### src/rtl/alu_pkg.sv
// Shared op-select codes and flag bit positions for the pipelined ALU.
package alu_pkg;

    typedef enum logic [2:0] {
        OP_TFR = 3'b000,
        OP_ADD = 3'b001,
        OP_SUB = 3'b010,
        OP_DEC = 3'b011,
        OP_AND = 3'b100,
        OP_OR  = 3'b101,
        OP_XOR = 3'b110,
        OP_NOT = 3'b111
    } op_e;

    localparam int FLAG_C = 0;
    localparam int FLAG_Z = 1;
    localparam int FLAG_N = 2;
    localparam int FLAG_V = 3;
    localparam int NFLAGS = 4;

endpackage

### src/rtl/alu_n_pipe_core.sv
// Combinational ALU datapath: adder-based arithmetic and bitwise logic ops.
module alu_core
    import alu_pkg::*;
#(
    parameter int WIDTH = 4
) (
    input  logic [2:0]       S,
    input  logic             Cin,
    input  logic [WIDTH-1:0] A,
    input  logic [WIDTH-1:0] B,
    output logic [WIDTH-1:0] G,
    output logic             Cout,
    output logic             V
);

    logic [WIDTH-1:0] bop;
    logic [WIDTH:0]   sum;

    always_comb begin
        bop  = '0;
        sum  = '0;
        G    = '0;
        Cout = 1'b0;
        V    = 1'b0;
        unique case (op_e'(S))
            OP_TFR: bop = '0;
            OP_ADD: bop = B;
            OP_SUB: bop = ~B;
            OP_DEC: bop = '1;
            OP_AND: G = A & B;
            OP_OR:  G = A | B;
            OP_XOR: G = A ^ B;
            OP_NOT: G = ~A;
        endcase
        // overflow: adder inputs agree in sign but the result does not
        if (!S[2]) begin
            sum  = {1'b0, A} + {1'b0, bop} + {{WIDTH{1'b0}}, Cin};
            G    = sum[WIDTH-1:0];
            Cout = sum[WIDTH];
            V    = (A[WIDTH-1] == bop[WIDTH-1]) &&
                   (G[WIDTH-1] != A[WIDTH-1]);
        end
    end

endmodule

### src/rtl/alu_n_pipe.sv
// Two-stage ALU pipeline with valid/ready handshakes and an accumulator.
module alu_n_pipe
    import alu_pkg::*;
#(
    parameter int               WIDTH   = 4,
    parameter logic [WIDTH-1:0] ACC_RST = '0
) (
    input  logic             clk,
    input  logic             rst,
    input  logic [2:0]       S,
    input  logic             Cin,
    input  logic [WIDTH-1:0] A,
    input  logic [WIDTH-1:0] B,
    input  logic             ASEL,
    input  logic             ACC_WE,
    input  logic             in_valid,
    output logic             in_ready,
    output logic [WIDTH-1:0] G,
    output logic             Cout,
    output logic             Z,
    output logic             N,
    output logic             V,
    output logic             out_valid,
    input  logic             out_ready,
    output logic [WIDTH-1:0] ACC
);

    logic             s1_valid;
    logic [2:0]       s1_s;
    logic             s1_cin;
    logic [WIDTH-1:0] s1_a;
    logic [WIDTH-1:0] s1_b;
    logic             s1_asel;
    logic             s1_we;

    logic             hold2;
    logic [WIDTH-1:0] opa;
    logic [WIDTH-1:0] res;
    logic             res_c;
    logic             res_v;
    logic [NFLAGS-1:0] flags_n;
    logic [NFLAGS-1:0] flags;

    assign hold2    = out_valid && !out_ready;
    assign in_ready = !(s1_valid && hold2);

    // accumulator is read at compute time, so chained ops need no bubble
    assign opa = s1_asel ? ACC : s1_a;

    alu_core #(.WIDTH(WIDTH)) u_core (
        .S    (s1_s),
        .Cin  (s1_cin),
        .A    (opa),
        .B    (s1_b),
        .G    (res),
        .Cout (res_c),
        .V    (res_v)
    );

    always_comb begin
        flags_n         = '0;
        flags_n[FLAG_C] = res_c;
        flags_n[FLAG_Z] = (res == '0);
        flags_n[FLAG_N] = res[WIDTH-1];
        flags_n[FLAG_V] = res_v;
    end

    always_ff @(posedge clk) begin
        if (rst) begin
            s1_valid <= 1'b0;
        end else if (in_ready) begin
            s1_valid <= in_valid;
        end
    end

    always_ff @(posedge clk) begin
        if (in_valid && in_ready) begin
            s1_s    <= S;
            s1_cin  <= Cin;
            s1_a    <= A;
            s1_b    <= B;
            s1_asel <= ASEL;
            s1_we   <= ACC_WE;
        end
    end

    always_ff @(posedge clk) begin
        if (rst) begin
            out_valid <= 1'b0;
            G         <= '0;
            flags     <= '0;
            ACC       <= ACC_RST;
        end else if (!hold2) begin
            out_valid <= s1_valid;
            if (s1_valid) begin
                G     <= res;
                flags <= flags_n;
                if (s1_we) ACC <= res;
            end
        end
    end

    assign Cout = flags[FLAG_C];
    assign Z    = flags[FLAG_Z];
    assign N    = flags[FLAG_N];
    assign V    = flags[FLAG_V];

endmodule

### config.mk
export PLATFORM = sky130hd
export DESIGN_NAME = alu_n_pipe
export DESIGN_NICKNAME = d
export VERILOG_FILES = /design/src/rtl/alu_pkg.sv /design/src/rtl/alu_n_pipe_core.sv /design/src/rtl/alu_n_pipe.sv
export SDC_FILE = /design/constraint.sdc
export NUM_CORES = 1
export LEC_CHECK = 0
export CORE_UTILIZATION = 45
export DETAILED_ROUTE_END_ITERATION = 10
export PLACE_DENSITY = 0.72
export SETUP_SLACK_MARGIN = 0.2
export SLEW_MARGIN = 20
export SYNTH_ARGS = -nofsm -noshare
export SYNTH_HDL_FRONTEND = slang
export SYNTH_SLANG_ARGS = --single-unit
### constraint.sdc
create_clock -name clk -period 2.84 [get_ports clk]
set_input_delay 0.284 -clock clk [delete_from_list [all_inputs] [get_ports clk]]
set_output_delay 0.284 -clock clk [all_outputs]
set_load 0.05 [all_outputs]
Word level (Yosys, flattened, before mapping)
Index checks and enable logic that the tools add are counted.
Widths: inputs -> output; s select.
- flip-flop bits (word level): 28
- bits of input ports: 18
- output and inout port bits: 14
- logic and storage cells: 43
- add/sub/neg operators: 2
- equal/unequal tests: 9
- muxes and demuxes: 6
- bitwise operators: 6
- reduce and logical (&&, ||, !) cells: 9
- operator list (cell ; count):
    $pmux 4 s4 ; 1
    $eq 3x3->1 const B ; 4
    $pmux 4 s3 ; 1
    $mux 4 ; 2
    $not 4->4 ; 2
    $eq 3x2->1 const B ; 2
    $add 4x4->5 ; 1
    $add 5x1->5 ; 1
    $and 4x4->4 ; 1
    $logic_and 1x1->1 ; 4
    $logic_not 4->1 ; 1
    $or 4x4->4 ; 1
    $xor 4x4->4 ; 1
    $eq 3x1->1 const B ; 1
    $reduce_and 3->1 ; 1
    $logic_not 1->1 ; 2
    $mux 1 ; 2
    $reduce_and 2->1 ; 1
    $eq 1x1->1 ; 1
    $ne 1x1->1 ; 1
    $not 1->1 ; 1

Logic depth before layout (Yosys ltp)
- depth in word-level cells: 7
- gate-level depth with buffers: 11
- mapped depth without buffers: 10

By module
A second synthesis with hierarchy kept.
- cells, all modules: 148
- area total of the unflattened synthesis: 1514.0 um2
- by module, submodules not included (module ; instances ; cells an instance ; area an instance (um2) ; seq. area each (um2)):
    alu_n_pipe ; 1 ; 81 ; 999.7 ; 680.7
    alu_core ; 1 ; 67 ; 514.2 ; 0.0

Worst setup path after synthesis
Ideal clock, no wire load.
- path type: flip-flop to flip-flop
- from: reg s1_s[0]
- to: reg ACC[3]
- setup time: 0.091 ns
- data arrival time: 2.237 ns
- data required time: 2.749 ns
- slack: 0.512 ns
- cell stages (with the launch flop): 11
- path buffers: 1
- period minus slack after synthesis: 2.328 ns
- path through: edfxtp_1 clkbuf_1 mux2i_1 or2_2 inv_1 ha_1 a21o_1 a21oi_1 xnor2_1 o21ai_0 a311oi_1
- cells in the longest elaborated chain, start to end: 5
- elaborated cells between the ends (all ways): 12
- classes of those cells: add/sub (2); eq/ne (7); mux (3)
- RTL lines (element ; line ; source):
    start, declared ; alu_n_pipe.sv:29 ; logic [2:0] s1_s;
    start signal, assigned ; alu_n_pipe.sv:78 ; s1_s <= S;
    $eq 3x2->1 or $eq 3x1->1 (tied branches) ; alu_n_pipe_core.sv:25 ; unique case (op_e'(S))
    $pmux 4 s3 ; alu_n_pipe_core.sv:25 ;
    $add 4x4->5 ; alu_n_pipe_core.sv:37 ; sum = {1'b0, A} + {1'b0, bop} + {{WIDTH{1'b0}}, Cin};
    $add 5x1->5 ; alu_n_pipe_core.sv:37 ;
    $mux 4 (*) ; alu_n_pipe_core.sv:36 ; if (!S[2]) begin
    end signal, assigned ; alu_n_pipe.sv:98 ; if (s1_we) ACC <= res;
    end, declared ; alu_n_pipe.sv:25 ; output logic [WIDTH-1:0] ACC
Every way passes the cells marked *; elsewhere a longest branch is shown, timed or not.
A chain may end at the register's enable or synchronous reset.

Worst setup path in the final report
- from: reg s1_asel
- to: reg flags[1]
- cells in the longest elaborated chain, start to end: 5
- elaborated cells between the ends (all ways): 10
- classes of those cells: add/sub (2); mux (3); bitwise (4); reduce/logical (1)
- RTL lines (element ; line ; source):
    start, declared ; alu_n_pipe.sv:33 ; logic s1_asel;
    start signal, assigned ; alu_n_pipe.sv:82 ; s1_asel <= ASEL;
    $mux 4 (*) ; alu_n_pipe.sv:48 ; assign opa = s1_asel ? ACC : s1_a;
    $add 4x4->5 (tied with other cells) ; alu_n_pipe_core.sv:37 ;
    $add 5x1->5 or $pmux 4 s4 (tied branches) ; alu_n_pipe_core.sv:37, alu_n_pipe_core.sv:25 ;
    $mux 4 (*) ; alu_n_pipe_core.sv:36 ;
    $logic_not 4->1 (*) ; alu_n_pipe.sv:63 ; flags_n[FLAG_Z] = (res == '0);
    end signal, assigned ; alu_n_pipe.sv:97 ; flags <= flags_n;
    end, declared ; alu_n_pipe.sv:42 ; logic [NFLAGS-1:0] flags;
Marked as above.

==> impl_metrics.toml <==
[yosys]
yosys_warnings = 0
synthSimpleGateAreaFrac_pct = 14.0
synth.most_common_cell = "nor2_1"
yosys.area_share.adder_pct = 12.3
ys_seq_elements = 27
synth_xor_area_share_pct = 1.81
async_reset_ff_share_pct = 0
synth.area.top_cells = "edfxtp_1 29%, dfxtp_1 18%, ha_1 9.5%, mux2i_1 5.5%, nor2_1 4.7%"
synth_cell_type_count = 33
syn_area_um2 = 1450
synth_seq_area_share_pct = 46.9
synth_area_leader_cell = "edfxtp_1"
syn_avg_cell_area_um2 = 10.2
synth_commonest_cells = "18 x nor2_1, 14 x edfxtp_1, 13 x dfxtp_1, 13 x inv_1, 11 x ha_1"
syn_nets = 173
synthMuxAreaShare_pct = 8.11
synth-compound-area-share_pct = 10.7
synthCells = 142
synth_top_area_share_pct = 29.0
synth_top_family_by_area = "simple AND/OR/NAND/NOR gates"
ys.flop_type = "edfxtp_1"
synth-edff-count = 14

[placement]
place_congestion = 0.794
hpwlAfterDp_mm = 2.16
place_area_um2 = 1790
portBuffers = 31

[routing]
drtAntennaViolNets = 0
routed-via-count = 1083
drc_errors = 0
vias_per_cell = 4.99
routedWlPerCell_um = 12.7
detail_route.first_pass.iterations = 4
drt_iter0_markers = 46
routed_wl_mm = 2.75

[worst_hold_path]
hold_class = "flop to flop"

[global_routing]
use_met3_pct = 2.64
antenna_found_initial = 0
top_usage_layer = "met2"
grt_pass1_wl_mm = 4.57
met1_usage_pct = 26.1
grt_pass1_vias = 989
grt_overflow = 0
gr-usage-met2_pct = 26.9
grt_max_degree = 17
globalRouteTotalUtil_pct = 17.3

[timing]
drv_slew = 0
tightestPinTransition_ns = 0.754
min_period_over_period_pct = 88.2
setup-tns-final_ns = 0
skew_ns = 0.00429
rsz0062_at_grt = "no"
post-route-min-period_ns = 2.51
setup_violations = 0
max_freq_mhz = 399
hold_viol = 0
slew_headroom_pct = 49.7

[final_layout]
area.growth.synth_to_final_pct = 26.9
drive_above_1_share_pct = 8.09
antenna_cells = 0
finalNetCount = 205
final_area_um2 = 1840
nFillCells = 275

[floorplanning]
row_count = 20
coreArea_um2 = 3050
die_h_um = 58.8
dieArea_um2 = 3450
io_pins = 32
start_util_pct = 47.5
die_w_um = 58.8

[power]
powerDensity_nw_per_um2 = 451
leakagePower_nw = 0.749
ir_drop_mv = 0.437

[clocking]
cts-hold-fix-buffers = 0
cts_tree = "yes"
clock_latency_ns = 0.32
cts_buffers = 3
cts.path.max_buffers = 2
clock_sinks = 27
path_clk_slew_ns = 0.15
htreeDepth = 1
cts-root-buf = "clkbuf_4"

[critical_path]
cp_max_fo = 4
path_class = "flop to flop"
startpoint_type = "flop"
critPathRequiredTime_ns = 3.07
arrival_ns = 2.74
end_kind = "flop"

[job]
max-cap-violations = 0

[outcome]
status = "finished clean"
[layout by cell type, fill, tap and decap left out, types with 4 or more instances in the layout]
cell             synthesis  routed
edfxtp_1                14      14
nor3_1                   4       4
mux2i_1                  8       6
nand2_1                  9       9
a21oi_1                  9       9
buf_4                    1       4
inv_1                   13      13
clkdlybuf4s50_1          0      31
nor2_1                  18      18
dfxtp_1                 13      13
nor2b_1                  4       4
ha_1                    11      11
nand3_1                  4       4
[worst paths after layout]
| check | start | end | slack (ns) | cells past startpoint |
|---|---|---|---|---|
| min reg2reg | G[1] | G[1] | 0.47 | 2 |
| min | G[1] | G[1] | 0.47 | 2 |
| max reg2reg | s1_asel | flags[1] | 0.33 | 8 |
| max | s1_asel | flags[1] | 0.33 | 8 |
[where the power goes]
group	switching (W)	internal, W	leakage (nW)
clock network	0.000116	0.0000548	0.0183
registers	0.0000185	0.000434	0.243
logic	0.000114	0.0000925	0.488
[state kept, by name, indices dropped and copies added, names as in the netlist]
name and flops:
s1_s 3, s1_we 1, s1_b 4, out_valid 1, s1_cin 1, flags 4
s1_asel 1, s1_valid 1, ACC 4, s1_a 4, G 3
[cells by family after synthesis]
logic type               Yosys count
AO/OA/AOI/OAI                     24
XOR/XNOR                           3
adder cells (fa/ha/maj)           13
buffers and inverters             21
flip-flops                        27
multiplexers                      10
AND/OR/NAND/NOR                   44
[critical path: stages (launching register included)]
cell and delay [ns]:
edfxtp_1 0.48, mux2i_2 0.29, inv_1 0.11, fa_1 0.43
inv_1 0.09, fa_1 0.42, a32oi_1 0.30, nor2_1 0.07
a31o_1 0.23
[layer usage]
metal / vias to the layer above / share of wire (%)
met2: 27 / 47
met5: - / 0
met4: 0 / 0.36
met1: 505 / 50
li1: 549 / -
met3: 2 / 3.3
[final cells by class]
class	count	area [um^2]	area share, %
clock buffers	3	22.5	1.22
well taps	44	55.1	2.99
flip-flops and latches	27	681	37.0
clock inverters	1	6.26	0.340
repair buffers	35	340	18.5
inverters	13	48.8	2.65
multi-input cells	94	687	37.3
[timing repair]
item                       in CTS  in global routing
gates resized for setup         0                  2
hold endpoints to repair        0                  0
setup endpoints to repair       0                  5
setup buffers                   0                  2
[stage by stage]
step / power, W / hold WS [ns] / utilization, % / instances / setup slack [ns]
5_1_grt: 0.000874 / 0.482 / 60.3 / 217 / 0.189
6_report: 0.000829 / 0.467 / 60.3 / 217 / 0.334
2_1_floorplan: 0.000595 / 0.356 / - / 142 / 0.512
3_5_place_dp: 0.000664 / 0.455 / 58.6 / 211 / 0.277
4_1_cts: 0.000835 / 0.472 / 59.5 / 215 / 0.247
3_3_place_gp: 0.000658 / 0.448 / 58.6 / 211 / 0.409
Power figures use the tool's default switching activity.
